<file path="src/rtl/regfile_mp.sv">
// Multi-port register file: flop array, registered reads with write-first bypass,
// optional hardwired-zero r0, and a background clear sweep.
module regfile_mp_rd #(
  parameter int DATA_W  = 32,
  parameter int ADDR_W  = 5,
  parameter int ZERO_R0 = 1
) (
  input  logic              clk,
  input  logic              rst_n,
  input  logic              rd_en,
  input  logic [ADDR_W-1:0] rd_addr,
  input  logic [DATA_W-1:0] mem_rdata,
  input  logic              wr_acc,
  input  logic [ADDR_W-1:0] wr_addr,
  input  logic [DATA_W-1:0] wr_data,
  input  logic              sweep,
  input  logic [ADDR_W-1:0] clr_ptr,
  output logic [DATA_W-1:0] rd_data,
  output logic              rd_valid
);
  logic [DATA_W-1:0] rd_data_q, rd_data_d;
  logic              rd_valid_q, rd_valid_d;

  // Priority: hardwired zero, then same-edge write, then same-edge clear, then array.
  always_comb begin
    rd_data_d  = rd_data_q;
    rd_valid_d = rd_en;
    if (rd_en) begin
      if (ZERO_R0 != 0 && rd_addr == '0)             rd_data_d = '0;
      else if (wr_acc && wr_addr == rd_addr)         rd_data_d = wr_data;
      else if (sweep && clr_ptr == rd_addr)          rd_data_d = '0;
      else                                           rd_data_d = mem_rdata;
    end
  end

  always_ff @(posedge clk or negedge rst_n) begin
    if (!rst_n) begin
      rd_data_q  <= '0;
      rd_valid_q <= 1'b0;
    end else begin
      rd_data_q  <= rd_data_d;
      rd_valid_q <= rd_valid_d;
    end
  end

  assign rd_data  = rd_data_q;
  assign rd_valid = rd_valid_q;
endmodule

module regfile_mp #(
  parameter int DATA_W  = 32,
  parameter int ADDR_W  = 5,
  parameter int NUM_RD  = 2,
  parameter int ZERO_R0 = 1
) (
  input  logic                       clk,
  input  logic                       rst_n,
  input  logic                       wr_en,
  input  logic [ADDR_W-1:0]          wr_addr,
  input  logic [DATA_W-1:0]          wr_data,
  input  logic [NUM_RD-1:0]          rd_en,
  input  logic [NUM_RD*ADDR_W-1:0]   rd_addr,
  output logic [NUM_RD*DATA_W-1:0]   rd_data,
  output logic [NUM_RD-1:0]          rd_valid,
  input  logic                       clr_req,
  output logic                       clr_busy,
  output logic                       clr_done
);
  localparam int DEPTH = 2**ADDR_W;
  localparam logic [1:0] S_IDLE  = 2'd0;
  localparam logic [1:0] S_SWEEP = 2'd1;
  localparam logic [1:0] S_DONE  = 2'd2;

  logic [1:0]                    state_q, state_d;
  logic [ADDR_W-1:0]             ptr_q, ptr_d;
  logic [DEPTH-1:0][DATA_W-1:0]  mem_q, mem_d;
  logic [NUM_RD-1:0][ADDR_W-1:0] rd_addr_v;
  logic [NUM_RD-1:0][DATA_W-1:0] rd_data_v;
  logic                          sweep, wr_acc;

  assign sweep  = (state_q == S_SWEEP);
  assign wr_acc = wr_en && !sweep && !(ZERO_R0 != 0 && wr_addr == '0);

  always_comb begin
    state_d = state_q;
    ptr_d   = ptr_q;
    case (state_q)
      S_IDLE:  if (clr_req) begin
                 state_d = S_SWEEP;
                 ptr_d   = '0;
               end
      S_SWEEP: begin
                 ptr_d = ptr_q + ADDR_W'(1);
                 if (ptr_q == '1) state_d = S_DONE;
               end
      S_DONE:  state_d = S_IDLE;
      default: state_d = S_IDLE;
    endcase
  end

  // The sweep owns the single write port while it runs; external writes are dropped.
  always_comb begin
    mem_d = mem_q;
    if (sweep)       mem_d[ptr_q]   = '0;
    else if (wr_acc) mem_d[wr_addr] = wr_data;
  end

  always_ff @(posedge clk or negedge rst_n) begin
    if (!rst_n) begin
      state_q <= S_IDLE;
      ptr_q   <= '0;
      mem_q   <= '0;
    end else begin
      state_q <= state_d;
      ptr_q   <= ptr_d;
      mem_q   <= mem_d;
    end
  end

  assign rd_addr_v = rd_addr;

  for (genvar k = 0; k < NUM_RD; k++) begin : g_rd
    regfile_mp_rd #(.DATA_W(DATA_W), .ADDR_W(ADDR_W), .ZERO_R0(ZERO_R0)) u_rd (
      .clk      (clk),
      .rst_n    (rst_n),
      .rd_en    (rd_en[k]),
      .rd_addr  (rd_addr_v[k]),
      .mem_rdata(mem_q[rd_addr_v[k]]),
      .wr_acc   (wr_acc),
      .wr_addr  (wr_addr),
      .wr_data  (wr_data),
      .sweep    (sweep),
      .clr_ptr  (ptr_q),
      .rd_data  (rd_data_v[k]),
      .rd_valid (rd_valid[k])
    );
  end

  assign rd_data  = rd_data_v;
  assign clr_busy = sweep;
  assign clr_done = (state_q == S_DONE);
endmodule

</file>
<file path="config.mk">
export PLATFORM = sky130hd
export DESIGN_NAME = regfile_mp
export DESIGN_NICKNAME = d
export VERILOG_FILES = /design/src/rtl/regfile_mp.sv
export SDC_FILE = /design/constraint.sdc
export NUM_CORES = 2
export LEC_CHECK = 0
export ABC_AREA = 1
export BUFFER_PORTS_ARGS = -buffer_cell sky130_fd_sc_hd__buf_2
export CAP_MARGIN = 20
export CELL_PAD_IN_SITES_DETAIL_PLACEMENT = 1
export CELL_PAD_IN_SITES_GLOBAL_PLACEMENT = 1
export CORE_MARGIN = 10
export CORE_UTILIZATION = 51
export CTS_BUF_LIST = sky130_fd_sc_hd__clkbuf_16
export CTS_CLUSTER_DIAMETER = 120
export CTS_CLUSTER_SIZE = 12
export DETAILED_ROUTE_END_ITERATION = 7
export PLACE_DENSITY_LB_ADDON = 0.2
export SYNTH_ARGS = -nofsm -noshare
export SYNTH_HDL_FRONTEND = slang
export SYNTH_SLANG_ARGS = --single-unit
</file>
<file path="constraint.sdc">
create_clock -name clk -period 4 [get_ports clk]
set_input_delay 0.2 -clock clk [delete_from_list [all_inputs] [get_ports clk]]
set_output_delay 0.2 -clock clk [all_outputs]
set_load 0.01 [all_outputs]
</file>
==> flow_summary.rst <==
.. list-table::
   :header-rows: 1

   * - Metric
     - Value
   * - Seq/Total Area, Yosys
     - 0.454
   * - Endpoints failing setup
     - 0
   * - Time the final worst path needs with I/O delays and setup
     - 3.20 ns
   * - Crit Path Category
     - reg2reg
   * - Total negative slack
     - 0 ns
   * - Number of remaining DRC errors
     - 0
   * - Total detailed-routing wirelength
     - 287000 µm
   * - Number of nets at the end of the flow
     - 8038
   * - Post-route core utilization
     - 0.557
   * - Clk slew on worst S/H paths
     - 0.06 ns
   * - Depth of the CTS H-tree
     - 3
   * - First-pass GRT wire length
     - 424000 µm
   * - Max VDD drop
     - 0.327 mV
   * - Floorplan row count
     - 126
   * - Count of filler cells inserted in the layout
     - 14800
   * - Leftover overflow at the end of global routing
     - 0
   * - Unrepaired setup endpoints after global routing
     - no
   * - Number of vias per cell
     - 6.80
   * - Beginning of the critical path
     - state_q[1]
   * - Maximum clock frequency
     - 312 MHz
   * - Die area
     - 133000 µm²
   * - Count of warnings emitted by yosys
     - 0
   * - Starting DRC count in detailed routing
     - 8327
   * - Final critical-path share of the clock period
     - 0.801
   * - Max-cap violations
     - 0
   * - Worst endpoint data arrival time
     - 3.81 ns
   * - Clock root cell
     - sky130_fd_sc_hd__clkbuf_16
   * - Worst Hold Slack
     - 0.164 ns
   * - Top area cells in the synthesized netlist
     - sky130_fd_sc_hd__dfrtp_1, sky130_fd_sc_hd__nand2_1, sky130_fd_sc_hd__nand3_1, sky130_fd_sc_hd__o22ai_1, sky130_fd_sc_hd__inv_1
   * - Worst-case clock buffer depth
     - 3
   * - GRT Total Usage
     - 0.421
   * - PostCTS Resize Cnt
     - 0
   * - Cell area after placement
     - 62300 µm²
   * - Placer's final routability congestion estimate
     - 0.946
   * - CP Max Fanout
     - 33
   * - Data required time of the critical path
     - 4.61 ns
   * - Routed WL per cell
     - 30.1 µm
   * - Mean Syn Cell Area
     - 7.32 µm²
   * - Vias in the first global route
     - 66900
   * - Core box area
     - 118000 µm²
   * - Clock tree from TritonCTS
     - done
   * - Number of clock buffers inserted by TritonCTS
     - 101
   * - Sinks on the clock net
     - 1097
   * - Syn Std Cell Area
     - 60500 µm²
   * - Most frequently used cell type in the post-synthesis netlist
     - sky130_fd_sc_hd__nand2_1
   * - Share of the synthesized area in the top cell type
     - 0.454
   * - Overall via count from detail_route
     - 64800
   * - Die extent in x
     - 364 µm
   * - Transition time of the tightest slew-check pin
     - 1.21 ns
   * - Ratio of cells with drive above 1 in the final layout
     - 0.0655
   * - Number of primary I/O pins
     - 121
   * - Leakage power
     - 32.0 nW
   * - Worst setup EP type
     - flip-flop
   * - Instance count after placement with tap cells included
     - 9366
   * - Final Max Tran Viols
     - 0
   * - Number of distinct library cell variants in the gate-level netlist after synthesis
     - 29
   * - Share of synthesized registers carrying an async set or reset
     - 1.00
   * - Count of buffers inserted at the top-level ports
     - 120
   * - Area growth from synthesis to layout
     - 8.47%
   * - Post-route design area
     - 65600 µm²
   * - Crit path launch type
     - flip-flop
   * - Final cell count without fillers
     - 9532
   * - Syn Inst Count
     - 8272
   * - Syn nets
     - 8330
   * - Pin count of the biggest net entering global routing
     - 159
   * - First drt pass iteration count
     - 6
   * - Primary flip-flop cell chosen by synthesis mapping
     - sky130_fd_sc_hd__dfrtp_1
   * - Number of antenna violations at the first check in global routing
     - 14
   * - Initial standard-cell utilization of the core
     - 0.513
   * - Worst min-delay path category
     - in2async
   * - Run status
     - completed
   * - Cell types with the highest counts after synthesis
     - sky130_fd_sc_hd__nand2_1, sky130_fd_sc_hd__nand3_1, sky130_fd_sc_hd__inv_1
   * - Post-route ant nets
     - 0
   * - Number of hold violations in the final report
     - 0
   * - Number of synthesized flops with an enable pin
     - 0
   * - Cell taking the most area after synthesis
     - sky130_fd_sc_hd__dfrtp_1
   * - Estimated wirelength of the detail-placed design
     - 163000 µm
   * - DIE HEIGHT
     - 364 µm
   * - Skew final
     - 0.0336 ns
   * - Worst relative slew slack
     - 0.190
   * - Number of storage elements in the synthesis netlist
     - 1097
   * - Latest clock arrival within the worst-skew pair
     - 0.73 ns
   * - R2R Path Start
     - state_q[1]
   * - Power per standard cell area
     - 501 nW/µm²
-- critical path, cell delays in order, from the launching register on --
cell	delay, ns
sky130_fd_sc_hd__dfrtp_1	0.37
sky130_fd_sc_hd__inv_2	0.07
sky130_fd_sc_hd__nand2_1	0.26
sky130_fd_sc_hd__inv_2	0.21
sky130_fd_sc_hd__nor2_2	0.06
sky130_fd_sc_hd__inv_2	0.12
sky130_fd_sc_hd__nor3_4	0.09
sky130_fd_sc_hd__nand2_2	0.07
sky130_fd_sc_hd__buf_4	0.67
sky130_fd_sc_hd__nand2_2	0.62
sky130_fd_sc_hd__buf_12	0.38
sky130_fd_sc_hd__o22ai_1	0.16
-- final timing paths --
| path | to | slack, ns | depth (start not counted) |
|---|---|---|---|
| min | mem_q[992] | 0.16 | 2 |
| max in group asynchronous | mem_q[18] | 2.59 | 3 |
| max | mem_q[914] | 0.80 | 11 |
| max reg2reg | mem_q[914] | 0.80 | 11 |
| min in group clk | g_rd[0].u_rd.rd_valid | 0.24 | 2 |
| min reg2reg | g_rd[0].u_rd.rd_data[23] | 0.48 | 2 |
-- area by class of cell --
class	count	area [µm²]	share of cell area
tap	1536	1920	0.0293
sequential	1097	27500	0.418
clock buffer	104	2600	0.0396
inverter	1150	4350	0.0663
clock inverter	5	51.3	0.000781
timing repair buffer	358	3440	0.0525
antenna	10	25.0	0.000381
multi-input combinational	5272	25800	0.393
-- cells by family after synthesis --
kind of cell,count (synthesis),synth area share
AOI/OAI and AO/OA,1745,0.173
and+or+nand+nor,3511,0.247
DFF,1097,0.454
buffers and inverters,1903,0.124
adders and majority gates,5,0.00103
xor gates and xnor gates,11,0.00159
-- cells in the final DEF (no fill, tap or decap), drive strengths merged, types with 4 or more instances in the layout --
master / Yosys / final
a21oi: 222 / 222
buf: 325 / 322
clkbuf: 428 / 104
dfrtp: 1097 / 1097
diode: 0 / 10
dlygate4sd3: 0 / 36
ha: 5 / 5
inv: 1147 / 1152
nand2: 2009 / 2009
nand3: 1369 / 1369
nand4: 4 / 4
nor2: 120 / 120
nor3: 6 / 6
o211ai: 197 / 197
o21ai: 346 / 346
o22ai: 979 / 979
xnor2: 10 / 10
-- power breakdown --
part	switching, mW	internal, mW	total [mW]	leakage, nW
clock	4.44	4.56	9.00	1.31
combinational	6.69	2.89	9.58	15.7
sequential	1.05	13.2	14.3	15.0
total	12.2	20.7	32.9	32.0
-- what timing repair did --
action / 4_1_cts / 5_1_grt
hold endpoints to repair: 139 / 0
endpoints found under the setup margin: 0 / 0
hold buffers: 36 / 0
setup buffers: 0 / 0
-- flip-flops by register name (all words and copies together) (netlist names) --
register / cells
ptr_q: 5
g_rd.u_rd.rd_valid: 2
g_rd.u_rd.rd_data: 64
state_q: 2
mem_q: 1024
-- stage by stage --
stage | total power, mW | worst slack, ns
global placement | 23.0 | 0.910
finish | 32.9 | 0.796
CTS | 32.5 | 1.01
floorplan | 20.1 | 2.35
detailed placement | 23.5 | 0.837
global route | 34.3 | 0.763
-- routing by layer --
| metal | global-route usage | vias up | share of wire |
|---|---|---|---|
| met2 | 0.621 | 4595 | 0.42 |
| met5 | 0.000726 | - | 0.00025 |
| met4 | 0.293 | 10 | 0.080 |
| li1 | - | 26900 | - |
| met1 | 0.524 | 32100 | 0.36 |
| met3 | 0.130 | 1256 | 0.13 |
(Power assumes the default switching activity.)
